## src/rtl/mips_run_ctrl_if.sv

```systemverilog
`default_nettype none
// ============================================================================
// Module  : mips_run_ctrl_if
// Brief   : Control, status and core-snoop signals of the MIPS run controller.
// Revision: 1.0
// ============================================================================
interface mips_run_ctrl_if #(
    parameter int ADDR_W  = 32,
    parameter int DATA_W  = 32,
    parameter int CYCLE_W = 32
);
    logic               start_i;
    logic               abort_i;
    logic [ADDR_W-1:0]  pc_i;
    logic               mem_we_i;
    logic [ADDR_W-1:0]  mem_addr_i;
    logic [DATA_W-1:0]  mem_wdata_i;
    logic               core_rst_n_o;
    logic               core_en_o;
    logic               busy_o;
    logic               done_o;
    logic               pass_o;
    logic [1:0]         fail_code_o;
    logic [CYCLE_W-1:0] cycles_o;
    logic [DATA_W-1:0]  result_o;

    modport master (
        output start_i, abort_i, pc_i, mem_we_i, mem_addr_i, mem_wdata_i,
        input  core_rst_n_o, core_en_o, busy_o, done_o, pass_o, fail_code_o,
               cycles_o, result_o
    );

    modport slave (
        input  start_i, abort_i, pc_i, mem_we_i, mem_addr_i, mem_wdata_i,
        output core_rst_n_o, core_en_o, busy_o, done_o, pass_o, fail_code_o,
               cycles_o, result_o
    );
endinterface
`default_nettype wire

```

## src/rtl/mips_run_ctrl.sv

```systemverilog
`default_nettype none
// ============================================================================
// Module  : mips_run_ctrl
// Brief   : Sequences core reset, gates execution, counts run cycles and
//           latches a pass/fail verdict on tohost, halt, abort or timeout.
// Revision: 1.0
// ============================================================================
module mips_run_ctrl #(
    parameter int                ADDR_W      = 32,
    parameter int                DATA_W      = 32,
    parameter int                CYCLE_W     = 32,
    parameter int                RST_HOLD    = 4,
    parameter int                MAX_CYCLES  = 1000,
    parameter logic [ADDR_W-1:0] HALT_PC     = 'h0000_00FC,
    parameter logic [ADDR_W-1:0] TOHOST_ADDR = 'h0000_FFF0
) (
    input  logic              clk,
    input  logic              rst_n,
    mips_run_ctrl_if.slave    bus
);
    localparam int                 HOLD_W       = (RST_HOLD > 1) ? $clog2(RST_HOLD) : 1;
    localparam logic [HOLD_W-1:0]  c_HOLD_LOAD  = HOLD_W'(RST_HOLD - 1);
    localparam logic [CYCLE_W-1:0] c_TIMEOUT_AT = CYCLE_W'(MAX_CYCLES - 1);
    localparam logic [1:0]         c_PASS       = 2'd0;
    localparam logic [1:0]         c_TEST_FAIL  = 2'd1;
    localparam logic [1:0]         c_TIMEOUT    = 2'd2;
    localparam logic [1:0]         c_ABORT      = 2'd3;

    typedef enum logic [1:0] {
        ST_IDLE  = 2'd0,
        ST_RESET = 2'd1,
        ST_RUN   = 2'd2,
        ST_DONE  = 2'd3
    } state_t;

    state_t             state_q, state_d;
    logic [HOLD_W-1:0]  hold_q, hold_d;
    logic               core_rst_n_q, core_rst_n_d;
    logic               core_en_q, core_en_d;
    logic               busy_q, busy_d;
    logic               done_q, done_d;
    logic               pass_q, pass_d;
    logic [1:0]         fail_code_q, fail_code_d;
    logic [CYCLE_W-1:0] cycles_q, cycles_d;
    logic [DATA_W-1:0]  result_q, result_d;

    logic               w_tohost;
    logic               w_halt;
    logic               w_timeout;
    logic               w_evt_hit;
    logic [1:0]         w_evt_code;
    logic [DATA_W-1:0]  w_evt_result;

    assign w_tohost  = bus.mem_we_i && (bus.mem_addr_i == TOHOST_ADDR);
    assign w_halt    = (bus.pc_i == HALT_PC);
    assign w_timeout = (MAX_CYCLES != 0) && (cycles_q == c_TIMEOUT_AT);

    // Run-ending events, highest priority first; only consumed in RUN.
    always_comb begin
        w_evt_hit    = 1'b1;
        w_evt_code   = c_PASS;
        w_evt_result = '0;
        if (w_tohost) begin
            w_evt_code   = (bus.mem_wdata_i == DATA_W'(1)) ? c_PASS : c_TEST_FAIL;
            w_evt_result = bus.mem_wdata_i;
        end else if (w_halt) begin
            w_evt_code   = c_PASS;
        end else if (bus.abort_i) begin
            w_evt_code   = c_ABORT;
        end else if (w_timeout) begin
            w_evt_code   = c_TIMEOUT;
        end else begin
            w_evt_hit    = 1'b0;
        end
    end

    always_comb begin
        state_d      = state_q;
        hold_d       = hold_q;
        core_rst_n_d = core_rst_n_q;
        core_en_d    = core_en_q;
        busy_d       = busy_q;
        done_d       = done_q;
        pass_d       = pass_q;
        fail_code_d  = fail_code_q;
        cycles_d     = cycles_q;
        result_d     = result_q;
        case (state_q)
            ST_IDLE, ST_DONE: begin
                if (bus.start_i) begin
                    state_d      = ST_RESET;
                    hold_d       = c_HOLD_LOAD;
                    core_rst_n_d = 1'b0;
                    core_en_d    = 1'b0;
                    busy_d       = 1'b1;
                    done_d       = 1'b0;
                    pass_d       = 1'b0;
                    fail_code_d  = c_PASS;
                    cycles_d     = '0;
                    result_d     = '0;
                end
            end
            ST_RESET: begin
                if (hold_q == '0) begin
                    state_d      = ST_RUN;
                    core_rst_n_d = 1'b1;
                    core_en_d    = 1'b1;
                end else begin
                    hold_d = hold_q - 1'b1;
                end
            end
            ST_RUN: begin
                cycles_d = (&cycles_q) ? cycles_q : cycles_q + 1'b1;
                if (w_evt_hit) begin
                    state_d     = ST_DONE;
                    core_en_d   = 1'b0;
                    busy_d      = 1'b0;
                    done_d      = 1'b1;
                    pass_d      = (w_evt_code == c_PASS);
                    fail_code_d = w_evt_code;
                    result_d    = w_evt_result;
                end
            end
            default: state_d = ST_IDLE;
        endcase
    end

    always_ff @(posedge clk or negedge rst_n) begin
        if (!rst_n) begin
            state_q      <= ST_IDLE;
            hold_q       <= '0;
            core_rst_n_q <= 1'b0;
            core_en_q    <= 1'b0;
            busy_q       <= 1'b0;
            done_q       <= 1'b0;
            pass_q       <= 1'b0;
            fail_code_q  <= c_PASS;
            cycles_q     <= '0;
            result_q     <= '0;
        end else begin
            state_q      <= state_d;
            hold_q       <= hold_d;
            core_rst_n_q <= core_rst_n_d;
            core_en_q    <= core_en_d;
            busy_q       <= busy_d;
            done_q       <= done_d;
            pass_q       <= pass_d;
            fail_code_q  <= fail_code_d;
            cycles_q     <= cycles_d;
            result_q     <= result_d;
        end
    end

    assign bus.core_rst_n_o = core_rst_n_q;
    assign bus.core_en_o    = core_en_q;
    assign bus.busy_o       = busy_q;
    assign bus.done_o       = done_q;
    assign bus.pass_o       = pass_q;
    assign bus.fail_code_o  = fail_code_q;
    assign bus.cycles_o     = cycles_q;
    assign bus.result_o     = result_q;

endmodule
`default_nettype wire
```

## src/flat_wrapper.sv

```systemverilog
// flat-port wrapper written by rule: the top's interface ports become plain ports
module mips_run_ctrl_flat 
#(
    parameter int                ADDR_W      = 32,
    parameter int                DATA_W      = 32,
    parameter int                CYCLE_W     = 32,
    parameter int                RST_HOLD    = 4,
    parameter int                MAX_CYCLES  = 1000,
    parameter logic [ADDR_W-1:0] HALT_PC     = 'h0000_00FC,
    parameter logic [ADDR_W-1:0] TOHOST_ADDR = 'h0000_FFF0
)
  (clk, rst_n, bus_start_i, bus_abort_i, bus_pc_i, bus_mem_we_i, bus_mem_addr_i, bus_mem_wdata_i, bus_core_rst_n_o, bus_core_en_o, bus_busy_o, bus_done_o, bus_pass_o, bus_fail_code_o, bus_cycles_o, bus_result_o);
  mips_run_ctrl_if #(.ADDR_W(ADDR_W), .DATA_W(DATA_W), .CYCLE_W(CYCLE_W)) bus_i ();
  input  logic clk;
  input  logic rst_n;
  input wire logic [$bits(bus_i.start_i)-1:0] bus_start_i;
  input wire logic [$bits(bus_i.abort_i)-1:0] bus_abort_i;
  input wire logic [$bits(bus_i.pc_i)-1:0] bus_pc_i;
  input wire logic [$bits(bus_i.mem_we_i)-1:0] bus_mem_we_i;
  input wire logic [$bits(bus_i.mem_addr_i)-1:0] bus_mem_addr_i;
  input wire logic [$bits(bus_i.mem_wdata_i)-1:0] bus_mem_wdata_i;
  output wire logic [$bits(bus_i.core_rst_n_o)-1:0] bus_core_rst_n_o;
  output wire logic [$bits(bus_i.core_en_o)-1:0] bus_core_en_o;
  output wire logic [$bits(bus_i.busy_o)-1:0] bus_busy_o;
  output wire logic [$bits(bus_i.done_o)-1:0] bus_done_o;
  output wire logic [$bits(bus_i.pass_o)-1:0] bus_pass_o;
  output wire logic [$bits(bus_i.fail_code_o)-1:0] bus_fail_code_o;
  output wire logic [$bits(bus_i.cycles_o)-1:0] bus_cycles_o;
  output wire logic [$bits(bus_i.result_o)-1:0] bus_result_o;
  assign bus_i.start_i = bus_start_i;
  assign bus_i.abort_i = bus_abort_i;
  assign bus_i.pc_i = bus_pc_i;
  assign bus_i.mem_we_i = bus_mem_we_i;
  assign bus_i.mem_addr_i = bus_mem_addr_i;
  assign bus_i.mem_wdata_i = bus_mem_wdata_i;
  assign bus_core_rst_n_o = bus_i.core_rst_n_o;
  assign bus_core_en_o = bus_i.core_en_o;
  assign bus_busy_o = bus_i.busy_o;
  assign bus_done_o = bus_i.done_o;
  assign bus_pass_o = bus_i.pass_o;
  assign bus_fail_code_o = bus_i.fail_code_o;
  assign bus_cycles_o = bus_i.cycles_o;
  assign bus_result_o = bus_i.result_o;
  mips_run_ctrl #(.ADDR_W(ADDR_W), .DATA_W(DATA_W), .CYCLE_W(CYCLE_W), .RST_HOLD(RST_HOLD), .MAX_CYCLES(MAX_CYCLES), .HALT_PC(HALT_PC), .TOHOST_ADDR(TOHOST_ADDR)) u_core (.clk(clk), .rst_n(rst_n), .bus(bus_i));
endmodule
```

## config.mk

```make
export PLATFORM = sky130hd
export DESIGN_NAME = mips_run_ctrl_flat
export DESIGN_NICKNAME = d
export VERILOG_FILES = /design/src/rtl/mips_run_ctrl_if.sv /design/src/rtl/mips_run_ctrl.sv /design/src/flat_wrapper.sv
export SDC_FILE = /design/constraint.sdc
export NUM_CORES = 1
export LEC_CHECK = 0
export CAP_MARGIN = 20
export CORE_MARGIN = 4
export CORE_UTILIZATION = 46
export DETAILED_ROUTE_END_ITERATION = 7
export HOLD_SLACK_MARGIN = 0.05
export PLACE_DENSITY = 0.86
export SYNTH_ARGS = -nofsm -noshare
export SYNTH_HDL_FRONTEND = slang
export SYNTH_SLANG_ARGS = --single-unit
export TNS_END_PERCENT = 5
```

## constraint.sdc

```tcl
create_clock -name clk -period 3.2 [get_ports clk]
set_input_delay 0.8 -clock clk [delete_from_list [all_inputs] [get_ports clk]]
set_output_delay 0.8 -clock clk [all_outputs]
set_load 0.02 [all_outputs]
```

==> flow_summary.json, run 1 <==
{
  "period_share_pct": 83.61,
  "gr-usage-met3_pct": 4.164,
  "yosys_warnings": 0,
  "yosysTopAreaCell": "dfrtp_1",
  "die-area_um2": 10380,
  "grt_max_degree": 57,
  "root_buffer": "clkbuf_8",
  "tritoncts": "done",
  "cp.arrival_ns": 2.96,
  "clk_latency_ns": 0.35,
  "vias": 4085,
  "critPathMaxStageDelay_ns": 0.57,
  "fin_hold_ws_ns": 0.4828,
  "start_kind": "register",
  "layout.nets": 741,
  "rows": 33,
  "synth_top_area_share_pct": 46.31,
  "crit_buf_inv": 2,
  "grt_pass1_vias": 4131,
  "yosys-top-cells-area": "dfrtp_1 (46%), nand2_1 (9.8%), nor4_1 (3.7%), nor2_1 (3.2%), o21ai_1 (3.1%)",
  "synth_area_um2": 4053,
  "dr.pass1.iters": 4,
  "portBuffers": 171,
  "report.final.slew_viol_count": 0,
  "p_leak_nw": 2.449,
  "avgRoutedWirePerCell_um": 17.13,
  "synth.distinct_cells": 47,
  "cts_max_level": 3,
  "required_ns": 3.48,
  "grtUsageMet2_pct": 42.20,
  "cp_common_cell": "inv_1",
  "synth_area_per_cell_um2": 8.829,
  "track_usage_pct": 25.14,
  "areaGrowthSynthToFinish_pct": 51.10,
  "clk_path_buf_depth": 2,
  "syn_nets": 565,
  "fin_crit_ns": 2.676,
  "diodes": 0,
  "ios": 172,
  "drc": 0,
  "clk_pin_slew_ns": 0.08,
  "irDropWorstVdd_v": 0.0005695,
  "worstMarginPinSlew_ns": 0.7794,
  "core-area_um2": 8382,
  "yosys_register_bits": 75,
  "synth_edf_count": 0,
  "cp_max_fo": 15,
  "grt_overflow": 0,
  "power.density_nw_per_um2": 522.3,
  "post_cts_buffers": 0,
  "cts_buffers": 9,
  "cap_violations": 0,
  "cp_top_family": "simple AND/OR/NAND/NOR gates",
  "antenna_left": 0,
  "fin_worst_skew_ns": 0.01091,
  "grt_use_met1_pct": 33.80,
  "vias_per_cell": 5.483,
  "yosysMostFrequentCell": "nand2_1",
  "setup.worst_path.class": "reg2reg",
  "start_util_pct": 48.35,
  "seq_area_frac_synth_pct": 46.31,
  "grt_pass1_wl_um": 20560,
  "gp_congestion": 0.9050,
  "slew_headroom_pct": 48.04,
  "detail_route.iter0.violations": 267,
  "holdBufCountCts": 0,
  "ys_top_cells_by_count": "nand2_1 (106), dfrtp_1 (75), nor2_1 (35), o21ai_1 (25), nor4_1 (24)",
  "drive_above_1_share_pct": 7.031,
  "fillers": 648,
  "synthArstFlopShare_pct": 100.0,
  "setup_viol": 0,
  "die_x_um": 101.9,
  "antenna_found_initial": 0,
  "timing_hold_violations_final": 0,
  "synth_flop_cell": "dfrtp_1",
  "finalSetupTns_ns": 0,
  "grt-busiest-layer": "met2",
  "wirelength_um": 12760,
  "fmax_ghz": 0.3738,
  "fp.dieH_um": 101.9,
  "worstPathCellList": "inv_1, ha_1, inv_1, o21ai_0, nand2_1, or4_1, nand3_1",
  "cp-end-kind": "register",
  "cts.repair.resized": 0,
  "hp-class": "reg2reg",
  "crit_slowest_cell": "or4_1",
  "outcome": "completed",
  "netlist_instances": 459,
  "cts.sinks": 75,
  "hpwl_um": 9870,
  "rsz0062_at_grt": "no"
}
placed cells by master (no fill, tap or decap), drive strengths merged, types with 12 or more instances in the layout:
cell type        n
clkdlybuf4s50  170
nand3           21
clkbuf          12
buf             14
nand4           20
inv             12
nor2            35
nor4            26
dfrtp           75
nand2          106
o21ai           52
worst paths after layout:
path,cells after the start,from,to,slack (ns)
min,2,u_core.bus.result_o[26],u_core.bus.result_o[26],0.48
max,7,u_core.state_q[0],u_core.bus.cycles_o[14],0.52
min in group asynchronous,1,rst_n,u_core.bus.result_o[10],0.53
max reg2reg,7,u_core.state_q[0],u_core.bus.cycles_o[14],0.52
min reg2reg,2,u_core.bus.result_o[26],u_core.bus.result_o[26],0.48
max in group asynchronous,2,rst_n,u_core.bus.core_rst_n_o,1.99
worst register-to-register path, stage by stage (launching register included):
cell and delay (ns):
dfrtp_1 0.40, inv_1 0.09, ha_1 0.54, inv_1 0.13, o21ai_0 0.38, nand2_1 0.40, or4_1 0.58, nand3_1 0.10
cell type report:
type                       count  area, um^2  area share [%]
clock buffer                  12       155.1           2.534
clock inverter                 4       72.57           1.185
timing repair buffer         184        1842           30.08
tap                          105       131.4           2.145
inverter                      12       45.04          0.7356
sequential                    75        1877           30.65
multi-input combinational    353        2001           32.67
per-layer routing:
layer	part of all wire, %	wire [um]
met4	1.6	210
met1	42	5419
met5	0	0
met3	7.0	892
met2	49	6237
sequential cells by signal, summed over array words and instances (netlist names):
register                 count
u_core.bus.cycles_o         32
u_core.bus.result_o         32
u_core.bus.busy_o            1
u_core.state_q               2
u_core.hold_q                2
u_core.bus.core_rst_n_o      1
u_core.bus.core_en_o         1
u_core.bus.pass_o            1
u_core.bus.fail_code_o       2
u_core.bus.done_o            1
where the power goes:
group / internal [W] / switching (W)
Sequential: 0.00103 / 0.0000903
Clock: 0.000481 / 0.000347
Combinational: 0.000494 / 0.000761
cells by family after synthesis:
kind of cell             share of synthesized area (%)
AO/OA/AOI/OAI                                    10.87
XOR/XNOR                                         3.026
adder cells (fa/ha/maj)                          1.544
buffers and inverters                            4.539
flip-flops                                       46.31
multiplexers                                     2.995
AND/OR/NAND/NOR                                  30.72
through the flow:
step / setup WS (ns) / power [W] / utilization, % / cells / instance area (um^2)
floorplan: 0.7248 / 0.001833 / - / 459 / 4053
global placement: 0.2298 / 0.002334 / 70.34 / 729 / 5896
detailed placement: 0.1984 / 0.002380 / 70.34 / 729 / 5896
CTS: 0.5563 / 0.003203 / 73.06 / 745 / 6123
global route: 0.2697 / 0.003384 / 73.06 / 745 / 6123
finish: 0.5245 / 0.003198 / 73.06 / 745 / 6123
No activity file was read; power rests on OpenSTA's default activity.
==> run 2: changes to the inputs <==
--- a/config.mk
+++ b/config.mk
@@ -7,10 +7,10 @@
 export LEC_CHECK = 0
 export CAP_MARGIN = 20
 export CORE_MARGIN = 4
-export CORE_UTILIZATION = 46
+export CORE_UTILIZATION = 39
 export DETAILED_ROUTE_END_ITERATION = 7
 export HOLD_SLACK_MARGIN = 0.05
-export PLACE_DENSITY = 0.86
+export PLACE_DENSITY = 0.77
 export SYNTH_ARGS = -nofsm -noshare
 export SYNTH_HDL_FRONTEND = slang
 export SYNTH_SLANG_ARGS = --single-unit
==> constraint.sdc (replaced) <==
create_clock -name clk -period 2.4 [get_ports clk]
set_input_delay 0.6 -clock clk [delete_from_list [all_inputs] [get_ports clk]]
set_output_delay 0.6 -clock clk [all_outputs]
set_load 0.02 [all_outputs]
==> run 2 against run 1 <==
- setup slack got worse by 0.39 ns
- sequential cell count unchanged
- highest routed layer unchanged
- die area increased by 16%
- first-iteration DRC count decreased by 21%
- cell count increased by 7.2%
- critical path depth increased by 1
- clock skew decreased by 0.0015 ns
- sequential power increased by 32%
==> flow_summary.json, run 2 (synthesis results as in run 1) <==
{
  "outcome": "completed",
  "r2r_end": "u_core.bus.cycles_o[31]",
  "clk_pin_slew_ns": 0.08,
  "crit_slowest_cell": "clkdlybuf4s50_1",
  "rsz0062_at_grt": "yes",
  "die-area_um2": 12090,
  "dp.cells": 782,
  "power.density_nw_per_um2": 688.0,
  "antenna_left": 0,
  "hp-class": "in2async",
  "setup.worst_path.class": "in2reg",
  "clk_latency_ns": 0.34,
  "rows": 36,
  "cp_max_fo": 21,
  "slew_headroom_pct": 66.97,
  "cp-end-kind": "register",
  "report.final.slew_viol_count": 0,
  "required_ns": 2.66,
  "clk_path_buf_depth": 2,
  "grt_pass1_wl_um": 20600,
  "areaGrowthSynthToFinish_pct": 56.62,
  "r2r-start": "u_core.state_q[0]",
  "grt_overflow": 0,
  "cts_buffers": 9,
  "ff2ff_setup_slack_ns": 0.15,
  "worstPathCellList": "clkdlybuf4s50_1, nor4b_1, nand2_1, nor4_4, buf_4, o31ai_4, clkbuf_16, o21ai_1",
  "cts_max_level": 3,
  "r2r_cells": 8,
  "detail_route.iter0.violations": 211,
  "final_area_um2": 6347,
  "layout.nets": 767,
  "portBuffers": 171,
  "cts.repair.resized": 0,
  "grt_max_degree": 58,
  "finalSetupTns_ns": 0,
  "drc": 0,
  "fmax_ghz": 0.4411,
  "vias_per_cell": 5.235,
  "vias": 4183,
  "tritoncts": "done",
  "dr.pass1.iters": 4,
  "final_cell_mix": "clkdlybuf4s50_1 (170), nand2_1 (105), dfrtp_1 (75)",
  "die_x_um": 109.9,
  "grt_pass1_vias": 4148,
  "avgRoutedWirePerCell_um": 16.42,
  "finalNonFillerCells": 799,
  "placed_area_um2": 6121,
  "core-area_um2": 9955,
  "root_buffer": "clkbuf_8",
  "hpwl_um": 10420,
  "setup_viol": 0,
  "cp.arrival_ns": 2.52,
  "p_leak_nw": 2.569,
  "wirelength_um": 13120,
  "timing_hold_violations_final": 0,
  "track_usage_pct": 21.76,
  "diodes": 0,
  "drive_above_1_share_pct": 10.66,
  "final_common_cell": "clkdlybuf4s50_1",
  "gp_congestion": 0.9290,
  "critPathMaxStageDelay_ns": 0.41,
  "cts.sinks": 75,
  "antenna_found_initial": 0,
  "fin_hold_ws_ns": 0.1262,
  "worstMarginPinSlew_ns": 0.4902,
  "ios": 172,
  "cap_violations": 0,
  "fp.dieH_um": 109.9,
  "fin_crit_ns": 2.267,
  "start_util_pct": 40.71,
  "start_kind": "input pin",
  "holdBufCountCts": 0,
  "post_cts_buffers": 0,
  "fin_worst_skew_ns": 0.009417,
  "period_share_pct": 94.45,
  "irDropWorstVdd_v": 0.0004440
}
-- run 2: cell types whose count changed in the layout (fill, tap and decap cells not counted), sizes merged --
cell      previous run  this run
buf                 14        39
bufinv               2         1
clkbuf              12        13
clkinvlp             1         2
-- run 2: worst max-delay path by stage --
| stage | startpoint | endpoint | slack (ns) |
|---|---|---|---|
| 6_report | bus_mem_addr_i[0] | u_core.bus.result_o[29] | 0.13 |
| 5_1_grt | u_core.state_q[0] | u_core.bus.cycles_o[30] | -0.05 |
| 4_1_cts | bus_mem_addr_i[15] | u_core.bus.result_o[24] | 0.04 |
| 3_5_place_dp | bus_mem_addr_i[15] | u_core.bus.result_o[24] | -0.32 |
| 3_3_place_gp | bus_mem_addr_i[15] | u_core.bus.result_o[28] | -0.25 |
| 2_1_floorplan | bus_mem_addr_i[15] | u_core.bus.pass_o | 0.12 |
-- run 2: where the power goes --
part | leakage [nW] | total, W | switching [W] | internal (W)
registers | 1.03 | 0.00148 | 0.000118 | 0.00137
clock network | 0.0926 | 0.000974 | 0.000465 | 0.000508
logic | 1.45 | 0.00191 | 0.00105 | 0.000855
-- run 2: area by class of cell --
type | instances | area, um^2
Timing Repair Buffer | 210 | 2061
Sequential cell | 75 | 1877
Fill cell | 836 | 3607
Inverter | 12 | 45.04
Multi-Input combinational cell | 353 | 2003
Clock inverter | 4 | 50.05
Clock buffer | 12 | 145.1
Tap cell | 133 | 166.4
-- run 2: layer usage --
metal,part of all wire [%],vias up,GRT usage (%)
li1,-,2038,-
met1,42,1975,28.54
met2,49,145,35.66
met3,6.9,25,5.050
met4,2.3,0,6.679
met5,0,-,0
-- run 2: metrics by stage --
stage | total power, W | worst slack (ns) | util (%)
after detailed placement | 0.003326 | -0.3172 | 61.49
after floorplan | 0.002445 | 0.1248 | -
after global routing | 0.004659 | -0.04954 | 63.76
final | 0.004367 | 0.1331 | 63.76
after global placement | 0.003269 | -0.2544 | 61.49
after CTS | 0.004296 | 0.04237 | 63.45
-- run 2: worst max-delay path, delay by kind of cell --
family	cells	cell delay [ns]
AOI/OAI and AO/OA	2	0.28
and+or+nand+nor	3	0.81
buffers and inverters	3	0.83
